$ cat src/rtl/float_pkg.sv
// ---------------------------------------------------------------------------
// float_pkg
//  Shared definitions for the float -> integer conversion path.
//  - t_f2i_state : state encoding of the float_to_int sequencer
//  - mant_bits() : fraction width for a given float width / exponent width
//  - exp_bias()  : exponent bias, 2**(EXP_BITS-1)-1
//  - exp_ones()  : all-ones exponent value (inf / NaN marker)
// ---------------------------------------------------------------------------
package float_pkg;

   typedef enum logic [2:0] {
      F2I_IDLE,
      F2I_UNPACK,
      F2I_SHIFT,
      F2I_ROUND,
      F2I_SIGN,
      F2I_READY
   } t_f2i_state;

   function automatic int mant_bits(input int bits, input int exp_bits);
      return bits - 1 - exp_bits;
   endfunction

   function automatic int exp_bias(input int exp_bits);
      return (1 << (exp_bits - 1)) - 1;
   endfunction

   function automatic int exp_ones(input int exp_bits);
      return (1 << exp_bits) - 1;
   endfunction

endpackage

$ cat src/rtl/float_unpack.sv
// ---------------------------------------------------------------------------
// float_unpack
//  Combinational split of an IEEE-754 word into its fields plus class flags.
//  Ports:
//   a        in   BITS             float operand
//   sign     out  1                sign bit
//   expo     out  EXP_BITS         biased exponent field
//   frac     out  MANT_BITS        fraction field (hidden bit not included)
//   is_nan   out  1                exponent all ones, fraction non-zero
//   is_inf   out  1                exponent all ones, fraction zero
//   is_zero  out  1                exponent zero (zero or subnormal)
// ---------------------------------------------------------------------------
module float_unpack
   import float_pkg::*;
#(
   parameter int BITS     = 32,
   parameter int EXP_BITS = 8
) (
   input  logic [BITS-1:0]                         a,
   output logic                                    sign,
   output logic [EXP_BITS-1:0]                     expo,
   output logic [mant_bits(BITS, EXP_BITS)-1:0]    frac,
   output logic                                    is_nan,
   output logic                                    is_inf,
   output logic                                    is_zero
);

   localparam int                  MANT_BITS = mant_bits(BITS, EXP_BITS);
   localparam logic [EXP_BITS-1:0] EXP_ONES  = EXP_BITS'(exp_ones(EXP_BITS));

   logic exp_max;

   assign sign    = a[BITS-1];
   assign expo    = a[BITS-2 -: EXP_BITS];
   assign frac    = a[MANT_BITS-1:0];
   assign exp_max = (expo == EXP_ONES);
   assign is_nan  = exp_max && (frac != '0);
   assign is_inf  = exp_max && (frac == '0);
   assign is_zero = (expo == '0);

endmodule

$ cat src/rtl/float_to_int.sv
// ---------------------------------------------------------------------------
// float_to_int
//  Sequential IEEE-754 float -> signed two's-complement integer converter.
//  The mantissa (with hidden bit) is shifted left one bit per clock until the
//  binary point sits at bit MANT_BITS, then the sign is applied.
//  Optional feature macro: FLOAT_TO_INT_ROUND_EN
//   defined     : extra ROUND state, round-to-nearest-even on the fraction
//   not defined : truncation toward zero
//  Ports:
//   in_clk       in   1         clock, rising edge
//   in_rst       in   1         asynchronous reset, active low
//   in_start     in   1         request conversion of in_a (sampled in IDLE)
//   in_a         in   BITS      float operand
//   out_ready    out  1         result valid, held until in_start drops
//   out_result   out  INT_BITS  signed integer result
//   out_ovf      out  1         out of range or +-inf, result saturated
//   out_invalid  out  1         NaN input, result 0
// ---------------------------------------------------------------------------
module float_to_int
   import float_pkg::*;
#(
   parameter int BITS     = 32,
   parameter int EXP_BITS = 8,
   parameter int INT_BITS = 32
) (
   input  logic                       in_clk,
   input  logic                       in_rst,
   input  logic                       in_start,
   input  logic [BITS-1:0]            in_a,
   output logic                       out_ready,
   output logic signed [INT_BITS-1:0] out_result,
   output logic                       out_ovf,
   output logic                       out_invalid
);

   localparam int MANT_BITS = mant_bits(BITS, EXP_BITS);
   localparam int BIAS      = exp_bias(EXP_BITS);
   localparam int ACC_W     = INT_BITS + MANT_BITS + 1;

   localparam logic signed [EXP_BITS:0]   BIAS_S  = (EXP_BITS+1)'(BIAS);
   localparam logic signed [INT_BITS-1:0] INT_MAX = {1'b0, {(INT_BITS-1){1'b1}}};
   localparam logic signed [INT_BITS-1:0] INT_MIN = {1'b1, {(INT_BITS-1){1'b0}}};

   t_f2i_state               state;
   logic [BITS-1:0]          a_r;
   logic [ACC_W-1:0]         acc;
   logic [EXP_BITS:0]        cnt;
   logic                     sat_r;

   logic                     u_sign;
   logic [EXP_BITS-1:0]      u_expo;
   logic [MANT_BITS-1:0]     u_frac;
   logic                     u_nan;
   logic                     u_inf;
   logic                     u_zero;

   logic signed [EXP_BITS:0] e_val;
   int                       e_int;

   // The latched operand stays stable for the whole conversion, so the
   // field split can stay combinational and feed every state directly.
   float_unpack #(
      .BITS     (BITS),
      .EXP_BITS (EXP_BITS)
   ) u_unpack (
      .a       (a_r),
      .sign    (u_sign),
      .expo    (u_expo),
      .frac    (u_frac),
      .is_nan  (u_nan),
      .is_inf  (u_inf),
      .is_zero (u_zero)
   );

   assign e_val = $signed({1'b0, u_expo}) - BIAS_S;
   assign e_int = int'(e_val);

   // Final result from magnitude and sign; sat selects the rail by sign.
   // The magnitude carries one spare bit so that 2**(INT_BITS-1) negates
   // cleanly to the most negative integer.
   function automatic logic signed [INT_BITS-1:0] apply_sign(
      input logic                neg,
      input logic                sat,
      input logic [INT_BITS:0]   mag
   );
      if (sat)
         return neg ? INT_MIN : INT_MAX;
      return neg ? INT_BITS'(-mag) : INT_BITS'(mag);
   endfunction

`ifdef FLOAT_TO_INT_ROUND_EN
   localparam logic [MANT_BITS-1:0] HALF = {1'b1, {(MANT_BITS-1){1'b0}}};

   // Round-to-nearest-even of the fixed-point accumulator.
   function automatic logic [INT_BITS:0] round_rne(input logic [ACC_W-1:0] a);
      logic [INT_BITS:0]    ip;
      logic [MANT_BITS-1:0] fr;
      logic                 up;
      ip = a[ACC_W-1:MANT_BITS];
      fr = a[MANT_BITS-1:0];
      up = (fr > HALF) || ((fr == HALF) && ip[0]);
      return ip + (INT_BITS+1)'(up);
   endfunction

   logic [INT_BITS:0] rnd_mag;
   always_comb rnd_mag = round_rne(acc);
`endif

   always_ff @(posedge in_clk or negedge in_rst) begin
      if (!in_rst) begin
         state       <= F2I_IDLE;
         a_r         <= '0;
         acc         <= '0;
         cnt         <= '0;
         sat_r       <= 1'b0;
         out_ready   <= 1'b0;
         out_result  <= '0;
         out_ovf     <= 1'b0;
         out_invalid <= 1'b0;
      end else begin
         case (state)
            F2I_IDLE: begin
               if (in_start) begin
                  a_r         <= in_a;
                  sat_r       <= 1'b0;
                  out_result  <= '0;
                  out_ovf     <= 1'b0;
                  out_invalid <= 1'b0;
                  state       <= F2I_UNPACK;
               end
            end

            F2I_UNPACK: begin
               acc   <= {{INT_BITS{1'b0}}, 1'b1, u_frac};
               cnt   <= $unsigned(e_val);
               state <= F2I_SHIFT;
               if (u_nan) begin
                  out_invalid <= 1'b1;
                  acc         <= '0;
                  state       <= F2I_SIGN;
               end else if (u_inf) begin
                  out_ovf <= 1'b1;
                  sat_r   <= 1'b1;
                  state   <= F2I_SIGN;
               end else if (u_zero || (e_int < 0)) begin
`ifdef FLOAT_TO_INT_ROUND_EN
                  // Values in [0.5,1) still matter for rounding: place them
                  // one bit below the binary point, folding the dropped LSB
                  // into a sticky bit so exact halves stay distinguishable.
                  if (!u_zero && (e_int == -1)) begin
                     acc   <= {{(INT_BITS+1){1'b0}}, 1'b1, u_frac[MANT_BITS-1:1]}
                              | ACC_W'(u_frac[0]);
                     state <= F2I_ROUND;
                  end else begin
                     acc   <= '0;
                     state <= F2I_SIGN;
                  end
`else
                  acc   <= '0;
                  state <= F2I_SIGN;
`endif
               end else if (e_int >= INT_BITS - 1) begin
                  // -2**(INT_BITS-1) is representable exactly, no flag.
                  sat_r   <= 1'b1;
                  out_ovf <= !(u_sign && (e_int == INT_BITS - 1) && (u_frac == '0));
                  state   <= F2I_SIGN;
               end
            end

            F2I_SHIFT: begin
               if (cnt != '0) begin
                  acc <= acc << 1;
                  cnt <= cnt - (EXP_BITS+1)'(1);
               end else begin
`ifdef FLOAT_TO_INT_ROUND_EN
                  state <= F2I_ROUND;
`else
                  state <= F2I_SIGN;
`endif
               end
            end

`ifdef FLOAT_TO_INT_ROUND_EN
            F2I_ROUND: begin
               acc <= {rnd_mag, {MANT_BITS{1'b0}}};
               // A round-up can only reach exactly 2**(INT_BITS-1).
               if (rnd_mag[INT_BITS:INT_BITS-1] != 2'b00) begin
                  sat_r   <= 1'b1;
                  out_ovf <= !u_sign;
               end
               state <= F2I_SIGN;
            end
`endif

            F2I_SIGN: begin
               out_result <= apply_sign(u_sign, sat_r, acc[ACC_W-1:MANT_BITS]);
               out_ready  <= 1'b1;
               state      <= F2I_READY;
            end

            F2I_READY: begin
               if (!in_start) begin
                  out_ready <= 1'b0;
                  state     <= F2I_IDLE;
               end
            end

            default: state <= F2I_IDLE;
         endcase
      end
   end

endmodule

$ cat config.mk
export PLATFORM = sky130hd
export DESIGN_NAME = float_to_int
export DESIGN_NICKNAME = d
export VERILOG_FILES = /design/src/rtl/float_pkg.sv /design/src/rtl/float_unpack.sv /design/src/rtl/float_to_int.sv
export SDC_FILE = /design/constraint.sdc
export NUM_CORES = 1
export LEC_CHECK = 0
export CORE_MARGIN = 10
export CORE_UTILIZATION = 43
export DETAILED_ROUTE_END_ITERATION = 10
export PLACE_DENSITY = 0.7
export SETUP_SLACK_MARGIN = 0.5
export SYNTH_ARGS = -nofsm -noshare
export SYNTH_HDL_FRONTEND = slang
export SYNTH_SLANG_ARGS = --single-unit
$ cat constraint.sdc
create_clock -name in_clk -period 2.4 [get_ports in_clk]
set_clock_uncertainty 0.1 [all_clocks]
set_input_delay 0.36 -clock in_clk [delete_from_list [all_inputs] [get_ports in_clk]]
set_output_delay 0.36 -clock in_clk [all_outputs]
set_load 0.005 [all_outputs]
* Word-level counts from Yosys, hierarchy flattened *
Cells that the tools add are included.

word-level totals
  flip-flop bits (word level) = 135
  input bits = 35
  output and inout bits = 35
  word-level logic and storage cells = 88

operators by class
  add/subtract/negate cells = 3
  order comparisons = 2
  equality and inequality tests = 14
  muxes and demuxes = 38
  reductions and logical operators = 22

operators with widths
  kind                 count
  $mux 32              5
  $pmux 55 s2          1
  $mux 24              3
  $pmux 32 s2          1
  $mux 55              1
  $neg 32->32          1
  $logic_not 23->1     1
  $reduce_bool 23->1   1
  $mux 3               7
  $pmux 9 s2           1
  $pmux 3 s5           1
  $mux 1               13
  $ne 2x2->1 const B   6
  $eq 9x6->1 const B   1
  $ge 9x6->1 const B   1
  $lt 9x1->1 const B   1
  $mux 9               1
  $reduce_bool 9->1    1
  $sub 8x7->9 const B  1
  $sub 9x1->9 const B  1
  $eq 8x8->1 const B   1
  $logic_not 8->1      1
  $pmux 1 s2           4
  $reduce_and 2->1     4
  11 further kinds     20

* Depth between registers and ports, before layout *
Gate-level depths: netlist of the first run.

  depth after elaboration = 10
  gate-level depth with buffers = 10
  depth with buffers taken out = 8

* Hierarchy *
From an unflattened synthesis of the first run, not the netlist that was laid out.

second synthesis, totals
  cell total of the unflattened synthesis = 849
  area, all modules = 7228.2 sq um

modules (own cells, without submodules)
  module        times used  cells an instance  area an instance (sq um)  seq. area each (sq um)
  float_to_int  1           801                6886.6                    3378.2
  float_unpack  1           48                 341.6                     0.0

* Least setup slack after synthesis of the first run *
OpenSTA, ideal clock, no wires.

  kind = register to register
  start point = register acc[33]
  end point = register out_result[29]
  library setup time = 0.121 ns
  arrival time = 2.337 ns
  required time = 2.179 ns
  slack = -0.158 ns
  stages on the path, launching flop included = 8
  path buffers = 1
  period minus slack after synthesis = 2.558 ns
  cells stage by stage = dfrtp_1 -> or4_4 -> or4b_1 -> buf_6 -> nor4_4 -> mux2i_1 -> o22ai_1 -> a22o_1

on the way
  word-level cells in the longest chain between the ends = 4

ends and longest elaborated chain
  what                    line                 RTL
  start, declared         float_to_int.sv:46   logic [ACC_W-1:0] acc;
  start signal, assigned  float_to_int.sv:134  acc <= {{INT_BITS{1'b0}}, 1'b1, u_frac};
  start signal, assigned  float_to_int.sv:172  acc <= acc << 1;
  $neg 32->32             float_to_int.sv:88   return neg ? INT_BITS'(-mag) : INT_BITS'(mag);
  $mux 32 (2 in series)   float_to_int.sv:88
  $pmux 32 s2             float_to_int.sv:121  case (state)
  end signal, assigned    float_to_int.sv:196  out_result <= apply_sign(u_sign, sat_r, acc[ACC_W-1:MANT_BITS]);
  end, declared           float_to_int.sv:31   output logic signed [INT_BITS-1:0] out_result,

No other way between the ends.
A chain may end at the register's enable or synchronous reset.

* Worst setup path after layout of the first run *
Ends and elaborated chain as after synthesis.

==> results.json, run 1 <==
{
  "r2r-end": "out_result[29]",
  "yosysWarnings": 0,
  "fp.coreArea_mm2": 0.0153,
  "gp_congestion": 0.856,
  "max_freq_mhz": 393,
  "worstHoldEndpoint": "a_r[3]",
  "crit_chain": "or4_4 > or4b_4 > nor4_4 > mux2i_1 > o22ai_1 > a22o_1",
  "synth_top_area_share_pct": 50.2,
  "synth_edf_count": 0,
  "synth.largest_area_cell": "dfrtp_1",
  "final_max_slew_viol_count": 0,
  "worstReg2RegStart": "acc[33]",
  "tns_ns": -0.922,
  "ios": 70,
  "timing_worst_slew_pin_value_ns": 0.665,
  "ys.flop_type": "dfrtp_1",
  "ys_seq_area_share_pct": 50.2,
  "clock_latency_ns": 0.44,
  "critical_path_buf_inv_count": 0,
  "num_rows": 45,
  "synthTopCellsByCount": "205 x nand2_1, 135 x dfrtp_1, 98 x nor2_1, 58 x o21ai_0, 42 x clkbuf_1",
  "finalWorstSetupSlack_ns": -0.142,
  "setup.worst_path.class": "flip-flop to flip-flop",
  "power_uw": 14600,
  "syn-num-nets": 825,
  "wl_mm": 23.5,
  "cts_buffers": 17,
  "r2r_slack_ns": -0.14,
  "fill_cells": 1052,
  "drv_cap": 0,
  "die_area_mm2": 0.0211,
  "vias_per_cell": 5.80,
  "tritoncts": "done",
  "leakagePower_uw": 0.00469,
  "nets": 968,
  "initial_core_util_pct": 44.1,
  "hold_viol_final": 0,
  "port_buffers": 69,
  "rsz0062_at_grt": "yes",
  "synth_cell_types": 52,
  "die_x_um": 145,
  "instances_no_fill": 1152,
  "routedWlPerCell_um": 20.4,
  "syn_to_final_growth_pct": 57.7,
  "r2r_cells": 6,
  "worstSetupEndpointType": "flip-flop",
  "route.vias.total": 6676,
  "start_kind": "flip-flop",
  "synth_area_per_cell_um2": 8.58,
  "synth_seq_cells": 135,
  "post-route-period-util_pct": 106,
  "period_minus_slack_ns": 2.54,
  "required_ns": 2.62,
  "antenna_found_initial": 0,
  "cp_max_fo": 4,
  "path_clk_slew_ns": 0.07,
  "setup_viol": 32,
  "clk_path_buf_depth": 2,
  "first_iter_violations": 495,
  "violations": "setup timing",
  "grt_max_degree": 65,
  "clkSinkCount": 135,
  "async_reset_ff_share_pct": 100,
  "yosys-top-cells-area": "dfrtp_1 50%, nand2_1 11%, nor2_1 5.5%",
  "arrival_ns": 2.76,
  "drtPass1Iterations": 5,
  "slew_headroom_pct": 55.7,
  "postRouteAntennaNets": 0,
  "yosysMostFrequentCell": "nand2_1",
  "max-vdd-ir-drop_v": 0.000747,
  "htreeDepth": 4,
  "cpLargestDelayFamily": "simple AND/OR/NAND/NOR gates",
  "cts-root-buf": "clkbuf_16",
  "netlist_area_mm2": 0.00674,
  "power.density_mw_per_mm2": 1380,
  "outcome": "finished with violations",
  "grt_pass1_wl_mm": 34.7,
  "die_y_um": 145,
  "grt_pass1_vias": 6662,
  "dpl.cell_count": 1055,
  "grt_use_total_pct": 19.8,
  "layout-drive-gt1-share_pct": 33.5,
  "crit_slowest_cell": "or4b_4",
  "hold_depth": 3,
  "hp-class": "primary input to flip-flop",
  "drc_errors": 0,
  "overflow": 0,
  "critPathMaxStageDelay_ns": 0.56,
  "hp-start": "in_a[3]",
  "synth_cells": 785,
  "diodes": 0,
  "hpwl_mm": 11.5
}
==> cells by family after synthesis <==
logic type / after synthesis / synth area share [%]
fa+ha+maj: 5 / 0.929
flops: 135 / 50.2
buf+inv: 64 / 3.98
compound gates: 148 / 14.6
simple gates: 401 / 26.0
xor+xnor: 27 / 3.51
mux: 5 / 0.743
==> cells in the final DEF (no fill, tap or decap), types with 8 or more instances in the layout <==
| master | n |
|---|---|
| dfrtp_1 | 125 |
| o41ai_4 | 9 |
| dfrtp_2 | 10 |
| o31ai_4 | 8 |
| nand2_1 | 155 |
| buf_12 | 15 |
| buf_6 | 21 |
| nand3_1 | 22 |
| a221oi_4 | 8 |
| clkbuf_16 | 18 |
| nand2b_1 | 10 |
| xnor2_1 | 23 |
| nand2_4 | 15 |
| a21oi_1 | 12 |
| nand2_2 | 33 |
| nand3_2 | 13 |
| a221oi_2 | 15 |
| o21ai_0 | 24 |
| clkdlybuf4s50_1 | 68 |
| nor3_1 | 8 |
| buf_16 | 12 |
| buf_4 | 56 |
| nor2_1 | 84 |
| o21ai_1 | 30 |
| nor2_2 | 10 |
==> repair_timing <==
item / 4_1_cts / 5_1_grt
endpoints found under the hold margin: 61 / 0
hold buffers: 1 / 0
endpoints found under the setup margin: 91 / 99
pin swaps: 59 / 64
setup buffers: 30 / 20
resized for setup: 157 / 98
gates cloned: 13 / 1
==> power breakdown <==
part	internal [uW]	switching [uW]
Clock	1780	1090
Sequential	3110	916
Combinational	3850	3890
Total	8740	5900
==> sequential cells by signal, summed over array words and instances (netlist names) <==
register / flops
cnt: 9
a_r: 32
state: 3
acc: 55
sat_r: 1
out_ready: 1
out_invalid: 1
out_result: 32
out_ovf: 1
==> worst max path at each step <==
stage	startpoint	endpoint	slack [ns]	depth (start not counted)
after detailed placement	acc[33]	out_result[21]	-0.14	7
after global routing	acc[33]	out_result[29]	-0.18	6
after global placement	acc[33]	out_result[24]	-0.1	7
final	acc[33]	out_result[29]	-0.14	6
after floorplan	acc[33]	out_result[29]	-0.05	7
after CTS	acc[33]	out_result[28]	-0.02	7
==> per-stage QoR <==
step	worst slack (ns)	cell area [um2]	utilization, %	hold slack [ns]
global placement	-0.0968	8040	52.7	0.291
detailed placement	-0.135	8040	52.7	0.300
CTS	-0.0181	10000	65.5	0.341
global route	-0.184	10600	69.6	0.357
finish	-0.142	10600	69.6	0.337
floorplan	-0.0499	7000	-	-0.0356
==> final cells by class <==
class,instances,area (um2),share of cell area [%]
Inverter,10,37.5,0.353
Timing Repair Buffer,177,2050,19.3
Multi-Input combinational cell,587,4240,39.9
Clock inverter,13,196,1.85
Sequential cell,135,3390,31.9
Clock buffer,19,443,4.17
Tap cell,211,264,2.49
==> worst register-to-register path, stage by stage, from the launching register on <==
cell and delay, ns:
dfrtp_1 0.39, or4_4 0.54, or4b_4 0.56, nor4_4 0.23, mux2i_1 0.28, o22ai_1 0.12
a22o_1 0.21
==> routing by layer <==
layer  track usage [%]  up-vias  routed length, um
met5                 0        -                  0
met4              7.58        0                976
met3              5.15       80               1270
met2              34.3      277              12100
met1              22.9     3305               9080
li1                  -     3014                  -
Power figures use the tool's default switching activity.
==> run 2, diff against run 1 <==
--- a/config.mk
+++ b/config.mk
@@ -6,9 +6,9 @@
 export NUM_CORES = 1
 export LEC_CHECK = 0
 export CORE_MARGIN = 10
-export CORE_UTILIZATION = 43
+export CORE_UTILIZATION = 52
 export DETAILED_ROUTE_END_ITERATION = 10
-export PLACE_DENSITY = 0.7
+export PLACE_DENSITY = 0.81
 export SETUP_SLACK_MARGIN = 0.5
 export SYNTH_ARGS = -nofsm -noshare
 export SYNTH_HDL_FRONTEND = slang
==> run 2 against run 1 <==
Largest power group unchanged. Global-route usage up 6.5 points. Clock-buffer cell count unchanged. Sequential power up 1%. Maximum frequency up 0.49%. Utilization up 14 points. Final area down 0.67%. The run still ends with setup timing left.
==> results.json, run 2 (synthesis gave the netlist of run 1 again) <==
{
  "outcome": "finished with violations",
  "violations": "setup timing",
  "overflow": 0,
  "arrival_ns": 2.75,
  "grt_max_degree": 69,
  "hold_viol_final": 0,
  "largest_register": "acc",
  "setup_viol": 13,
  "post-route-period-util_pct": 105,
  "postRouteAntennaNets": 0,
  "critical_path_buf_inv_count": 0,
  "grt_use_total_pct": 26.3,
  "gp_congestion": 0.906,
  "required_ns": 2.62,
  "drc_errors": 0,
  "hold_ws_ns": 0.341,
  "grt_pass1_vias": 7208,
  "slew_headroom_pct": 50.8,
  "cp_max_fo": 5,
  "finalWorstSetupSlack_ns": -0.130,
  "largest_reg_flops": 55,
  "power.density_mw_per_mm2": 1390,
  "num_rows": 41,
  "route.vias.total": 7238,
  "start_kind": "flip-flop",
  "fill_cells": 597,
  "path_clk_slew_ns": 0.06,
  "port_buffers": 69,
  "ios": 70,
  "crit_slowest_cell": "nor4_1",
  "die_area_mm2": 0.0179,
  "wl_mm": 26.2,
  "layout-drive-gt1-share_pct": 35.8,
  "vias_per_cell": 6.47,
  "critPathMaxStageDelay_ns": 0.47,
  "reg.largest.list": "acc (55), a_r (32), out_result (32)",
  "fp.coreArea_mm2": 0.0127,
  "hp-class": "primary input to async pin",
  "nets": 974,
  "crit_chain": "nor4_1 > nand4b_1 > nor4_4 > mux2i_1 > o22ai_1 > a22o_1",
  "leakagePower_uw": 0.00461,
  "period_minus_slack_ns": 2.53,
  "mostFrequentLayoutCells": "171 x nand2_1, 123 x dfrtp_1, 68 x clkdlybuf4s50_1, 67 x buf_4, 61 x nor2_1",
  "clock_latency_ns": 0.44,
  "cts-root-buf": "clkbuf_16",
  "power_uw": 14700,
  "final_max_slew_viol_count": 0,
  "rsz0062_at_grt": "yes",
  "cpLargestDelayFamily": "simple AND/OR/NAND/NOR gates",
  "final_common_cell": "nand2_1",
  "tritoncts": "done",
  "die_x_um": 134,
  "max_freq_mhz": 395,
  "setup.worst_path.class": "flip-flop to flip-flop",
  "clk_path_buf_depth": 2,
  "cts_buffers": 17,
  "worstSetupEndpointType": "flip-flop",
  "die_y_um": 134,
  "first_iter_violations": 867,
  "syn_to_final_growth_pct": 56.7,
  "drtPass1Iterations": 6,
  "antenna_found_initial": 0,
  "diodes": 0,
  "clkSinkCount": 135,
  "htreeDepth": 4,
  "grt_pass1_wl_mm": 37.7,
  "max-vdd-ir-drop_v": 0.000983,
  "routedWlPerCell_um": 23.5,
  "timing_worst_slew_pin_value_ns": 0.733,
  "initial_core_util_pct": 53.2,
  "hpwl_mm": 11.7,
  "drv_cap": 0
}
-- run 2: final timing paths --
check | startpoint | endpoint | slack (ns) | depth (start not counted)
min | in_rst | acc[38] | 0.34 | 2
min reg2reg | out_result[7] | out_result[7] | 0.38 | 2
max in group asynchronous | in_rst | a_r[25] | 1.08 | 3
max reg2reg | acc[43] | out_result[29] | -0.13 | 6
max | acc[43] | out_result[29] | -0.13 | 6
min in group in_clk | in_a[3] | a_r[3] | 0.36 | 3
-- run 2: area by class of cell --
| cell class | instances | area, um2 | area share (%) |
|---|---|---|---|
| clock inverters | 12 | 105 | 0.996 |
| inverters | 10 | 37.5 | 0.356 |
| clock buffers | 19 | 453 | 4.29 |
| flip-flops and latches | 135 | 3390 | 32.2 |
| multi-input cells | 587 | 4330 | 41.0 |
| well taps | 172 | 215 | 2.04 |
| repair buffers | 183 | 2020 | 19.2 |
-- run 2: metrics by stage --
step / util [%] / instance area [um2] / instances / setup TNS, ns / setup WS [ns]
4_1_cts: 78.6 / 9960 / 1102 / -0.0433 / -0.0206
5_1_grt: 83.3 / 10600 / 1118 / -1.90 / -0.184
2_1_floorplan: - / 7000 / 785 / -0.297 / -0.0499
6_report: 83.3 / 10600 / 1118 / -0.477 / -0.130
3_5_place_dp: 62.8 / 7950 / 1013 / -1.13 / -0.106
3_3_place_gp: 62.8 / 7950 / 1013 / -0.398 / -0.0692
-- run 2: routing by layer --
layer / track usage (%) / part of all wire (%) / vias up
li1: - / - / 3003
met1: 28.4 / 36 / 3541
met2: 45.2 / 50 / 532
met3: 6.53 / 7.9 / 162
met4: 16.5 / 6.1 / 0
met5: 0 / 0 / -
-- run 2: report_power, final --
part | switching [uW] | total [uW] | internal [uW] | leakage (uW)
Clock | 1060 | 2520 | 1470 | 0.000274
Sequential | 954 | 4070 | 3110 | 0.00171
Combinational | 4270 | 8130 | 3860 | 0.00263
-- run 2: repair_timing --
item | 4_1_cts | 5_1_grt
endpoints found under the setup margin | 99 | 102
hold buffers | 1 | 0
resized for setup | 188 | 103
pin swaps | 73 | 60
hold endpoints to repair | 35 | 0
setup buffers | 44 | 16
gates cloned | 13 | 0
==> run 3, diff against run 2 <==
--- a/config.mk
+++ b/config.mk
@@ -9,7 +9,6 @@
 export CORE_UTILIZATION = 52
 export DETAILED_ROUTE_END_ITERATION = 10
 export PLACE_DENSITY = 0.81
-export SETUP_SLACK_MARGIN = 0.5
 export SYNTH_ARGS = -nofsm -noshare
 export SYNTH_HDL_FRONTEND = slang
 export SYNTH_SLANG_ARGS = --single-unit
==> run 3 against run 2 <==
The flow still finishes with violations (setup timing). Clock-buffer cell count grew 6. Clock power barely moved. Via count decreased by 18%. Non-clock buffer count down 55. Critical path depth up 1. Largest power group unchanged. Utilization is 15 points lower. Highest routed layer unchanged. Hold slack improved by 0.017 ns. Global-route usage fell by 7.1 points.
==> results.json, run 3 (synthesis gave the netlist of run 1 again) <==
{
  "largest_register": "acc",
  "clk_path_buf_depth": 2,
  "slew_headroom_pct": 54.8,
  "period_minus_slack_ns": 2.52,
  "clock_latency_ns": 0.42,
  "required_ns": 2.64,
  "nets": 918,
  "post-route-util_pct": 68.3,
  "die_x_um": 134,
  "num_rows": 41,
  "max-vdd-ir-drop_v": 0.000666,
  "timing_worst_slew_pin_value_ns": 0.676,
  "route.vias.total": 5965,
  "fp.coreArea_mm2": 0.0127,
  "wl_mm": 16.9,
  "final_common_cell": "nand2_1",
  "postRouteAntennaNets": 0,
  "cts-root-buf": "clkbuf_16",
  "cpLargestDelayFamily": "simple AND/OR/NAND/NOR gates",
  "reg.largest.list": "acc (55), a_r (32), out_result (32)",
  "worstSetupEndpointType": "flip-flop",
  "hold_viol_final": 0,
  "drtPass1Iterations": 5,
  "antenna_found_initial": 0,
  "overflow": 0,
  "critical_path_buf_inv_count": 1,
  "die_area_mm2": 0.0179,
  "vias_per_cell": 5.61,
  "cp_max_fo": 12,
  "setup_viol": 12,
  "grt_max_degree": 43,
  "dp_slack_ns": -0.160,
  "final_max_slew_viol_count": 0,
  "outcome": "finished with violations",
  "drc_errors": 0,
  "crit_slowest_cell": "or4_4",
  "arrival_ns": 2.76,
  "crit_chain": "or4_4 > or4b_4 > buf_12 > o41ai_2 > xnor2_1 > nor2_1 > o21ai_0",
  "max_freq_mhz": 397,
  "start_kind": "flip-flop",
  "fill_cells": 1018,
  "largest_reg_flops": 55,
  "rsz0062_at_grt": "yes",
  "layout-drive-gt1-share_pct": 12.5,
  "port_buffers": 69,
  "finalWorstSetupSlack_ns": -0.122,
  "initial_core_util_pct": 53.2,
  "grt_use_total_pct": 19.2,
  "gp_congestion": 0.906,
  "first_iter_violations": 556,
  "crit_path_start": "acc[33]",
  "power.density_mw_per_mm2": 1260,
  "path_clk_slew_ns": 0.06,
  "violations": "setup timing",
  "clkSinkCount": 135,
  "multi_input_area_mm2": 0.00322,
  "die_y_um": 134,
  "worstReg2RegStart": "acc[33]",
  "hp-start": "in_a[10]",
  "regArea_mm2": 0.00338,
  "htreeDepth": 4,
  "drv_cap": 0,
  "setup.worst_path.class": "flip-flop to flip-flop",
  "hp-class": "primary input to flip-flop",
  "critPathMaxStageDelay_ns": 0.54,
  "cts_buffers": 17,
  "diodes": 0,
  "ios": 70,
  "grt_pass1_wl_mm": 28.6,
  "tritoncts": "done",
  "post-route-period-util_pct": 105,
  "mostFrequentLayoutCells": "205 x nand2_1, 135 x dfrtp_1, 97 x nor2_1, 68 x clkdlybuf4s50_1",
  "syn_to_final_growth_pct": 28.4,
  "hpwl_mm": 11.2,
  "routedWlPerCell_um": 15.9,
  "grt_pass1_vias": 5896,
  "leakagePower_uw": 0.00401
}
## run 3: cell count changes in the layout (fill, tap and decap cells not counted), moves of 17 or more
cell     before  now
nand3_2      20    0
nor2_4       18    1
nand2_1     171  205
nor2_2       19    0
nand2_2      22    0
buf_6        19    1
nor2_1       61   97
o21ai_0      24   51
nand3_1      10   36
## run 3: cell type report
class / count / share of cell area, %
flip-flops and latches: 135 / 39.1
multi-input cells: 586 / 37.2
repair buffers: 128 / 14.2
clock buffers: 25 / 5.84
well taps: 172 / 2.49
clock inverters: 7 / 0.781
inverters: 10 / 0.434
## run 3: tightest hold or removal path: cells and delay by family
kind	cells	cell delay, ns
AND/OR/NAND/NOR	2	0.09
buffers and inverters	1	0.39
## run 3: path summary, 6_finish.rpt
path	to	slack, ns	depth (start not counted)
worst max-delay path	out_result[21]	-0.12	7
worst min-delay path	a_r[10]	0.36	3
worst max register to register	out_result[21]	-0.12	7
worst min register to register	out_result[24]	0.37	2
max in group asynchronous	out_result[6]	1.15	3
min in group asynchronous	out_result[30]	0.38	2
## run 3: metrics by stage
stage / std cells / power [uW] / hold slack [ns] / instance area [um2] / TNS (ns)
2_1_floorplan: 785 / 6430 / -0.0356 / 6740 / -0.544
3_3_place_gp: 1027 / 8030 / 0.285 / 7920 / -0.479
3_5_place_dp: 1027 / 8190 / 0.289 / 7920 / -1.24
4_1_cts: 1061 / 10800 / 0.348 / 8580 / -0.800
5_1_grt: 1063 / 11700 / 0.364 / 8650 / -2.25
6_report: 1063 / 10900 / 0.358 / 8650 / -0.802
## run 3: power breakdown
group,switching (uW),internal [uW]
Combinational,2530,2080
Clock,945,1560
Sequential,644,3100
## run 3: per-layer routing
metal | global-route usage [%] | wire length [um] | vias to the layer above
met2 | 31.3 | 8220 | 208
met1 | 23.7 | 7330 | 2839
met5 | 0 | 0 | -
li1 | - | - | 2882
met3 | 5.00 | 977 | 36
met4 | 7.92 | 363 | 0
## run 3: what timing repair did
action                     CTS  global route
setup endpoints to repair   25            22
hold buffers                 1             0
setup buffers                1             2
gates resized for setup     15            13
hold endpoints to repair    39             0
pin swaps                    2             3
